<file path="src/rtl/cache_stats_reader_pkg.sv">
// ============================================================================
// cache_stats_reader_pkg : shared widths, comm_o field positions, FSM states
// Rev 1.0 : initial release
// ============================================================================
`default_nettype none

package cache_stats_reader_pkg;

  localparam int c_IDX_W       = 5;
  localparam int c_DATA_W      = 32;
  localparam int c_ENTRY_W     = c_DATA_W + c_IDX_W;
  localparam int c_COMM_EN_BIT = 24;

  typedef logic [1:0] state_t;

  localparam state_t c_S_IDLE    = 2'd0;
  localparam state_t c_S_ISSUE   = 2'd1;
  localparam state_t c_S_CAPTURE = 2'd2;
  localparam state_t c_S_DONE    = 2'd3;

endpackage

`default_nettype wire

</file>
<file path="src/rtl/cache_stats_reader_fifo.sv">
// ============================================================================
// stats_fifo : power-of-two circular buffer holding captured {index, data}
// Rev 1.0 : initial release
// ============================================================================
`default_nettype none

module stats_fifo #(
  parameter int WIDTH = 37,
  parameter int DEPTH = 4
) (
  input  logic                     clock_i,
  input  logic                     resetn_i,
  input  logic                     push_i,
  input  logic [WIDTH-1:0]         wdata_i,
  input  logic                     pop_i,
  output logic [WIDTH-1:0]         rdata_o,
  output logic                     full_o,
  output logic                     empty_o,
  output logic [$clog2(DEPTH):0]   count_o
);

  localparam int c_PTR_W = $clog2(DEPTH);

  logic [WIDTH-1:0]   r_mem [DEPTH];
  logic [c_PTR_W-1:0] r_wptr;
  logic [c_PTR_W-1:0] r_rptr;
  logic [c_PTR_W:0]   r_count;
  logic               w_push;
  logic               w_pop;

  assign w_push  = push_i && !full_o;
  assign w_pop   = pop_i && !empty_o;
  assign full_o  = (r_count == (c_PTR_W+1)'(DEPTH));
  assign empty_o = (r_count == '0);
  assign count_o = r_count;
  assign rdata_o = empty_o ? '0 : r_mem[r_rptr];

  always_ff @(posedge clock_i) begin
    if (!resetn_i) begin
      r_wptr  <= '0;
      r_rptr  <= '0;
      r_count <= '0;
    end else begin
      if (w_push) r_wptr <= r_wptr + c_PTR_W'(1);
      if (w_pop)  r_rptr <= r_rptr + c_PTR_W'(1);
      case ({w_push, w_pop})
        2'b10:   r_count <= r_count + (c_PTR_W+1)'(1);
        2'b01:   r_count <= r_count - (c_PTR_W+1)'(1);
        default: r_count <= r_count;
      endcase
    end
  end

  // Storage needs no reset: the pointers and count define what is valid.
  always_ff @(posedge clock_i) begin
    if (w_push) r_mem[r_wptr] <= wdata_i;
  end

endmodule

`default_nettype wire

</file>
<file path="src/rtl/cache_stats_reader.sv">
// ============================================================================
// cache_stats_reader : sweeps performance-controller comm indices and queues
//                      each returned word with its index for a consumer
// Rev 1.0 : initial release
// ============================================================================
`default_nettype none

module cache_stats_reader
  import cache_stats_reader_pkg::*;
#(
  parameter logic [c_IDX_W-1:0] FIRST_CODE = 5'b00000,
  parameter logic [c_IDX_W-1:0] LAST_CODE  = 5'b10011,
  parameter int                 FIFO_DEPTH = 4,
  parameter bit                 FREEZE     = 1'b1
) (
  input  logic                clock_i,
  input  logic                resetn_i,
  input  logic                start_i,
  input  logic                count_en_i,
  output logic [31:0]         comm_o,
  output logic [1:0]          select_o,
  input  logic [31:0]         comm_i,
  output logic                busy_o,
  output logic                done_o,
  output logic [31:0]         data_o,
  output logic [c_IDX_W-1:0]  index_o,
  output logic                valid_o,
  input  logic                ready_i
);

  state_t                      r_state;
  logic [c_IDX_W-1:0]          r_idx;
  logic                        w_push;
  logic                        w_fifo_full;
  logic                        w_fifo_empty;
  logic [$clog2(FIFO_DEPTH):0] w_fifo_count;
  logic [c_ENTRY_W-1:0]        w_head;
  logic [c_IDX_W-1:0]          w_idx_out;
  logic                        w_count_en;
  logic                        w_head_ok;

  always_ff @(posedge clock_i) begin
    if (!resetn_i) begin
      r_state <= c_S_IDLE;
      r_idx   <= '0;
    end else begin
      case (r_state)
        c_S_IDLE: begin
          if (start_i) begin
            r_idx   <= FIRST_CODE;
            r_state <= c_S_ISSUE;
          end
        end
        c_S_ISSUE:   r_state <= c_S_CAPTURE;
        // A full FIFO holds the FSM here; comm_i stays valid, so it resamples.
        c_S_CAPTURE: begin
          if (!w_fifo_full) begin
            if (r_idx == LAST_CODE) begin
              r_state <= c_S_DONE;
            end else begin
              r_idx   <= r_idx + c_IDX_W'(1);
              r_state <= c_S_ISSUE;
            end
          end
        end
        c_S_DONE:    r_state <= c_S_IDLE;
        default:     r_state <= c_S_IDLE;
      endcase
    end
  end

  assign w_push = (r_state == c_S_CAPTURE) && !w_fifo_full;

  stats_fifo #(
    .WIDTH (c_ENTRY_W),
    .DEPTH (FIFO_DEPTH)
  ) u_fifo (
    .clock_i  (clock_i),
    .resetn_i (resetn_i),
    .push_i   (w_push),
    .wdata_i  ({r_idx, comm_i}),
    .pop_i    (valid_o && ready_i),
    .rdata_o  (w_head),
    .full_o   (w_fifo_full),
    .empty_o  (w_fifo_empty),
    .count_o  (w_fifo_count)
  );

  // Outputs are gated by resetn_i so they read as idle for the whole reset.
  assign busy_o    = resetn_i && (r_state != c_S_IDLE);
  assign done_o    = resetn_i && (r_state == c_S_DONE);
  assign valid_o   = resetn_i && (w_fifo_count != '0);
  assign w_head_ok = resetn_i && !w_fifo_empty;
  assign data_o    = w_head_ok ? w_head[c_DATA_W-1:0] : '0;
  assign index_o   = w_head_ok ? w_head[c_ENTRY_W-1:c_DATA_W] : '0;
  assign select_o  = 2'b00;

  assign w_idx_out  = (resetn_i && (r_state == c_S_ISSUE || r_state == c_S_CAPTURE))
                      ? r_idx : '0;
  assign w_count_en = count_en_i && resetn_i && !(FREEZE && busy_o);

  always_comb begin
    comm_o                 = '0;
    comm_o[c_COMM_EN_BIT]  = w_count_en;
    comm_o[c_IDX_W-1:0]    = w_idx_out;
  end

endmodule

`default_nettype wire

</file>
<file path="config.mk">
export PLATFORM = sky130hd
export DESIGN_NAME = cache_stats_reader
export DESIGN_NICKNAME = d
export VERILOG_FILES = /design/src/rtl/cache_stats_reader_pkg.sv /design/src/rtl/cache_stats_reader_fifo.sv /design/src/rtl/cache_stats_reader.sv
export SDC_FILE = /design/constraint.sdc
export NUM_CORES = 1
export LEC_CHECK = 0
export CORE_MARGIN = 5
export CORE_UTILIZATION = 53
export DETAILED_ROUTE_END_ITERATION = 16
export PLACE_DENSITY = 0.84
export SLEW_MARGIN = 20
export SYNTH_ARGS = -nofsm -noshare
export SYNTH_HDL_FRONTEND = slang
export SYNTH_SLANG_ARGS = --single-unit
</file>
<file path="constraint.sdc">
create_clock -name clock_i -period 3.2 [get_ports clock_i]
set_clock_uncertainty 0.2 [all_clocks]
set_input_delay 0.32 -clock clock_i [delete_from_list [all_inputs] [get_ports clock_i]]
set_output_delay 0.32 -clock clock_i [all_outputs]
set_load 0.005 [all_outputs]
</file>
==> metrics, run 1 <==
Sink Count 164; Slew HR around two thirds; Post-Place Worst Slack between 500 and 600 ps; TritonCTS Buffers 17; top_reg_cell synth edfxtp_1; hold depth 2; max frequency 356 MHz; antenna violations before repair 0; Flop pwr share 51.2%; Root Driver clkbuf_16; Cells after Synth 370; final wirelength 12.1 mm; Reg clk slew, reported paths around 60 ps; first-pass iteration count of the detailed router 4; chip height 124 um; CTS resizes 0; Post-CTS Setup Repair Bufs 0; Clock Tree Buf Depth 2; Syn. warnings 0; post-synthesis sequential area ratio 69.6%; Crit Path Category flop to output pin; setup TNS 0 ps; Hold Path Origin r_state[0]; number of global-route vias before repair 3576; Die W 124 um; Sw Share between 20% and 30%; top cell type's share of synthesized area 64.9%; register bit total from synthesis 164; status finished clean; M1 GR Usage 21.7%; met2 Usage GRT 27.3%; Hold Buf Count CTS 0; Post-synth ARST share 0%; largest net degree at the start of global routing 40; final core occ 66.1%; starting density of the core about 54%; worst-path fanout max 37; first-pass GRT wire length 18.7 mm; peak supply drop 402 uV; hpwl dp between 7 and 8 mm; hold endpoint r_state[1]; Crit Reg-Reg Startpoint r_state[0]; ANT cells 0; CTS tree yes; nature of the critical path endpoint output pin; Worst-Margin Slew 506 ps; IO Port Bufs 82; GRT busiest layer met2; mean routed wirelength per cell 18.7 um; RSZ-0062 raised after global routing false; antenna viol nets, final 0; Mapped Area 6840 sq um; Clk pwr share 40.0%; layout cell share with drive strength beyond 1 16.0%; latest clock arrival within the worst-skew pair roughly 420 ps; Final period util 87.8%; worst hold-check path type flop to flop; Maximum Capacitance Violations 0; Cell variety after synth 42; max-slew violation count 0; CP Launch Type flop; R2R Path End u_fifo.count_o[2]; pwr/cell area 563 nW/um^2; leakage approximately 2.8 nW; total grt overflow 0; logic gate share of total power 8.7%; Vias 3372; routability-driven placement congestion ratio 0.753; Post-synth EDFFs 148; top cell type by total area after synthesis edfxtp_1; Remaining DRCs 0; Final Hold Viols 0; main area contributors after synthesis edfxtp_1 65%, mux4_2 9.9%, dfxtp_1 4.7%; Int Power 3.74 mW; Layout area overhead 21.9%; Final setup viols 0; CTS H-tree lvls 4; R2R Setup Slk 540 ps; DR vias/cell 5.21; Starting DRT DRC Count 235; Mean Syn Cell Area 18.5 sq um; I/O pin cnt about 110; # rows 41; worst setup margin 389 ps; Nets a little over 500; core footprint 12600 sq um; WP data required 2680 ps; DIE AREA 15300 sq um; fin crit period 2810 ps; Critical Path AT 2290 ps; reg2reg path depth 10; switching pwr 0.963 mW; met3 global-route usage 5.36%; Total GRT Usage 16.7%
power by group through the flow:
stage | registers [mW] | clock network (mW) | logic, mW
floorplan | 2.45 | 0 | 0.263
global placement | 2.45 | 0 | 0.403
detailed placement | 2.45 | 0 | 0.414
CTS | 2.41 | 1.91 | 0.416
global route | 2.41 | 2.01 | 0.452
finish | 2.41 | 1.88 | 0.410
per-stage QoR:
step	total power, mW	hold WS (ps)	cells	area [sq um]
global route	4.87	326	647	8340
detailed placement	2.87	304	615	7780
CTS	4.74	313	647	8340
global placement	2.85	253	615	7780
finish	4.70	324	647	8340
floorplan	2.71	219	397	6940
layout make-up:
class,instances,area [sq um]
Sequential cell,164,4770
Fill cell,824,4280
Multi-Input combinational cell,181,1820
Timing Repair Buffer,90,956
Clock buffer,23,479
Tap cell,172,215
Clock inverter,9,80.1
Inverter,8,30.0
sequential cells by signal, indices dropped and copies added (netlist names), named ones only:
name	flops
u_fifo.r_mem	148
r_idx	5
u_fifo.count_o	3
r_state	2
u_fifo.r_rptr	2
u_fifo.r_wptr	2
logic make-up (layout without fill, tap and decap cells):
| family | after synthesis | count (layout) | synth area share [%] |
|---|---|---|---|
| compound gates | 23 | 23 | 2.72 |
| xor+xnor | 4 | 4 | 0.512 |
| fa+ha+maj | 11 | 11 | 2.12 |
| buf+inv | 52 | 130 | 5.39 |
| flops | 164 | 164 | 69.6 |
| mux | 38 | 38 | 12.7 |
| other cells | 1 | 28 | 0.0548 |
| simple gates | 77 | 77 | 6.86 |
per-layer routing:
metal / vias to the layer above / share of wire, %
met5: - / 0
met4: 0 / 0.82
met3: 10 / 6.1
met2: 102 / 52
met1: 1697 / 41
li1: 1563 / -
cells in the mapped netlist (2+ instances only):
library cell / n
clkbuf_1: 4
buf_2: 6
o32ai_1: 2
a21o_1: 2
mux4_2: 30
dfxtp_1: 16
nor2_1: 2
buf_4: 29
o21ai_0: 5
nand3_1: 6
inv_1: 8
ha_1: 10
and2_1: 46
a211oi_1: 2
buf_12: 3
a21boi_0: 4
nor2b_1: 6
mux4_1: 7
nand2_1: 4
xnor2_1: 3
edfxtp_1: 148
and3_1: 6
nand2b_1: 2
worst max-delay path: stages, from the launching register on:
cell and delay, ps:
dfxtp_2 340, buf_12 270, mux4_1 620, and2_1 180, clkdlybuf4s50_1 440
how the worst max path moves through the flow:
stage | from | to | slack (ps) | cells after the start
after floorplan | r_state[0] | u_fifo.r_mem[0][0] | 710 | 4
after CTS | flop | data_o[4] | 350 | 4
final | flop | data_o[1] | 390 | 4
after global placement | resetn_i | u_fifo.count_o[2] | 590 | 9
after global routing | flop | index_o[2] | 280 | 4
after detailed placement | resetn_i | u_fifo.count_o[2] | 520 | 9
layout by cell type (no fill, tap or decap), types with 4 or more instances in the layout:
cell | Yosys | layout
dfxtp_1 | 16 | 14
a21boi_0 | 4 | 4
o21ai_0 | 5 | 5
mux4_1 | 7 | 7
and2_1 | 46 | 42
and3_1 | 6 | 6
nor2b_1 | 6 | 6
inv_1 | 8 | 8
edfxtp_1 | 148 | 148
ha_1 | 10 | 10
clkbuf_1 | 4 | 4
clkinv_2 | 0 | 4
clkinvlp_4 | 0 | 4
mux4_2 | 30 | 30
clkdlybuf4s50_1 | 0 | 82
and2_2 | 0 | 4
nand2_1 | 4 | 4
conb_1 | 1 | 28
clkbuf_16 | 0 | 18
buf_12 | 3 | 6
nand3_1 | 6 | 6
(Power assumes the default switching activity.)
==> run 2, diff against run 1 <==
--- a/config.mk
+++ b/config.mk
@@ -6,9 +6,9 @@
 export NUM_CORES = 1
 export LEC_CHECK = 0
 export CORE_MARGIN = 5
-export CORE_UTILIZATION = 53
+export CORE_UTILIZATION = 30
 export DETAILED_ROUTE_END_ITERATION = 16
-export PLACE_DENSITY = 0.84
+export PLACE_DENSITY = 0.55
 export SLEW_MARGIN = 20
 export SYNTH_ARGS = -nofsm -noshare
 export SYNTH_HDL_FRONTEND = slang
==> run 2 against run 1 <==
Clock power rose by 7%. Total power rose by 2.8%. Sequential cell count did not move. Critical path depth did not move. Via count rose by 2.0%. Die area rose by 70%. Fmax fell by 4.6%. Design area rose by 2.1%. Cell count rose by 18%. Worst setup slack got worse by 140 ps. Wire length rose by 9.2%. Critical path type unchanged. Largest cell class unchanged. Highest routed layer is now met5.
==> metrics, run 2 (synthesis results as in run 1) <==
CTS H-tree lvls 4; worst hold-check path type flop to flop; Starting DRT DRC Count 150; Die W between 150 and 200 um; DR vias/cell about 4.5; most common cell after layout, fill and taps aside edfxtp_1; Crit Path Category flop to output pin; chip height 161 um; Total GRT Usage 10.5%; Max stage delay on crit path 580 ps; Final Hold Viols 0; ANT cells 0; number of global-route vias before repair between 3000 and 4000; crit-path cells buf_4, mux4_2, and2_1, clkdlybuf4s50_1; Critical Path AT 2430 ps; hpwl dp 8.46 mm; nature of the critical path endpoint output pin; worst setup margin roughly 250 ps; latest clock arrival within the worst-skew pair 410 ps; dpl cells 733; RSZ-0062 raised after global routing false; Vias 3438; largest net degree at the start of global routing 40; Hold Buf Count CTS 0; fin crit period ~3000 ps; routability-driven placement congestion ratio 0.742; status finished clean; WP buf/inv 2; antenna violations before repair 1; leakage 2.81 nW; IO Port Bufs 82; CP delay by family, top buffers and inverters; placed inst area 7920 sq um; CTS resizes 0; starting density of the core 30.3%; Sink Count 164; Nets between 500 and 600; max frequency 339 MHz; Final setup viols 0; total grt overflow 0; antenna viol nets, final 0; mean routed wirelength per cell 17.2 um; Reg with most FFs u_fifo.r_mem; Post-CTS Setup Repair Bufs 0; setup TNS 0 ps; # rows 55; Post-Place Worst Slack 432 ps; first-pass iteration count of the detailed router 4; first-pass GRT wire length slightly above 20 mm; CTS tree yes; max reg flops 148; Final period util around 90%; pwr/cell area 567 nW/um^2; worst-path fanout max 18; CP max-delay cell dfxtp_4; peak supply drop 286 uV; Root Driver clkbuf_16; CP Launch Type flop; Tot Pwr 4.83 mW; Reg clk slew, reported paths 60 ps; design area 8520 sq um; max-slew violation count 0; core footprint approximately 23000 sq um; Remaining DRCs 0; FILL cells between 2000 and 2500; WP data required 2680 ps; non-filler instance count after layout 765; TritonCTS Buffers 17; I/O pin cnt 111; Clock Tree Buf Depth 2; final wirelength 13.2 mm; Layout area overhead 24.5%; layout cell share with drive strength beyond 1 between 10% and 20%; Maximum Capacitance Violations 0; most frequent cells in the layout 148 x edfxtp_1, 82 x clkdlybuf4s50_1, 42 x and2_1, 30 x mux4_2, 28 x conb_1; DIE AREA 25900 sq um
==> run 2: worst reg2reg max path: stages, from the launching register on <==
cell	delay [ps]
dfxtp_1	330
inv_1	130
ha_1	460
a21boi_2	410
inv_1	90
ha_1	220
inv_1	80
fa_1	410
o21ai_0	190
and2_1	160
==> run 2: layout make-up <==
cell class                 instances  area (sq um)  area share (%)
multi-input combinational        181          1820            21.3
clock buffer                      26           542            6.36
sequential                       164          4770            56.0
tap                              285           357            4.19
clock inverter                     6          61.3           0.720
timing repair buffer              95           943            11.1
inverter                           8          30.0           0.352
==> run 2: path summary, 6_finish.rpt <==
check                    from           endpoint  slack [ps]  cells after the start
max                      flop          data_o[7]         250                      4
min          u_fifo.r_rptr[1]               flop         280                      1
max reg2reg        r_state[0]  u_fifo.count_o[1]         450                      9
min reg2reg  u_fifo.r_rptr[1]               flop         280                      1
==> run 2: report_power, final <==
| group | internal (mW) | switching (mW) |
|---|---|---|
| logic | 0.217 | 0.192 |
| registers | 2.39 | 0.0265 |
| clock network | 1.25 | 0.763 |
| total | 3.85 | 0.981 |
==> run 2: metal layers <==
metal	up-vias	track usage [%]	share of wire [%]
met5	-	0	0.099
met4	2	3.72	1.3
met3	15	3.16	4.8
met2	87	17.6	50
met1	1756	13.0	44
li1	1578	-	-
==> run 2: stage by stage <==
step | utilization [%] | hold slack (ps)
after global placement | 35.1 | 267
after global routing | 37.7 | 322
after detailed placement | 35.1 | 271
final | 37.7 | 278
after CTS | 37.7 | 284
after floorplan | - | 219
==> run 3, diff against run 2 <==
--- a/config.mk
+++ b/config.mk
@@ -6,9 +6,9 @@
 export NUM_CORES = 1
 export LEC_CHECK = 0
 export CORE_MARGIN = 5
-export CORE_UTILIZATION = 30
+export CORE_UTILIZATION = 53
 export DETAILED_ROUTE_END_ITERATION = 16
-export PLACE_DENSITY = 0.55
+export PLACE_DENSITY = 0.84
 export SLEW_MARGIN = 20
 export SYNTH_ARGS = -nofsm -noshare
 export SYNTH_HDL_FRONTEND = slang
==> results of run 3 <==
Same layout as run 1: the final DEF is identical, and so are final timing and power.
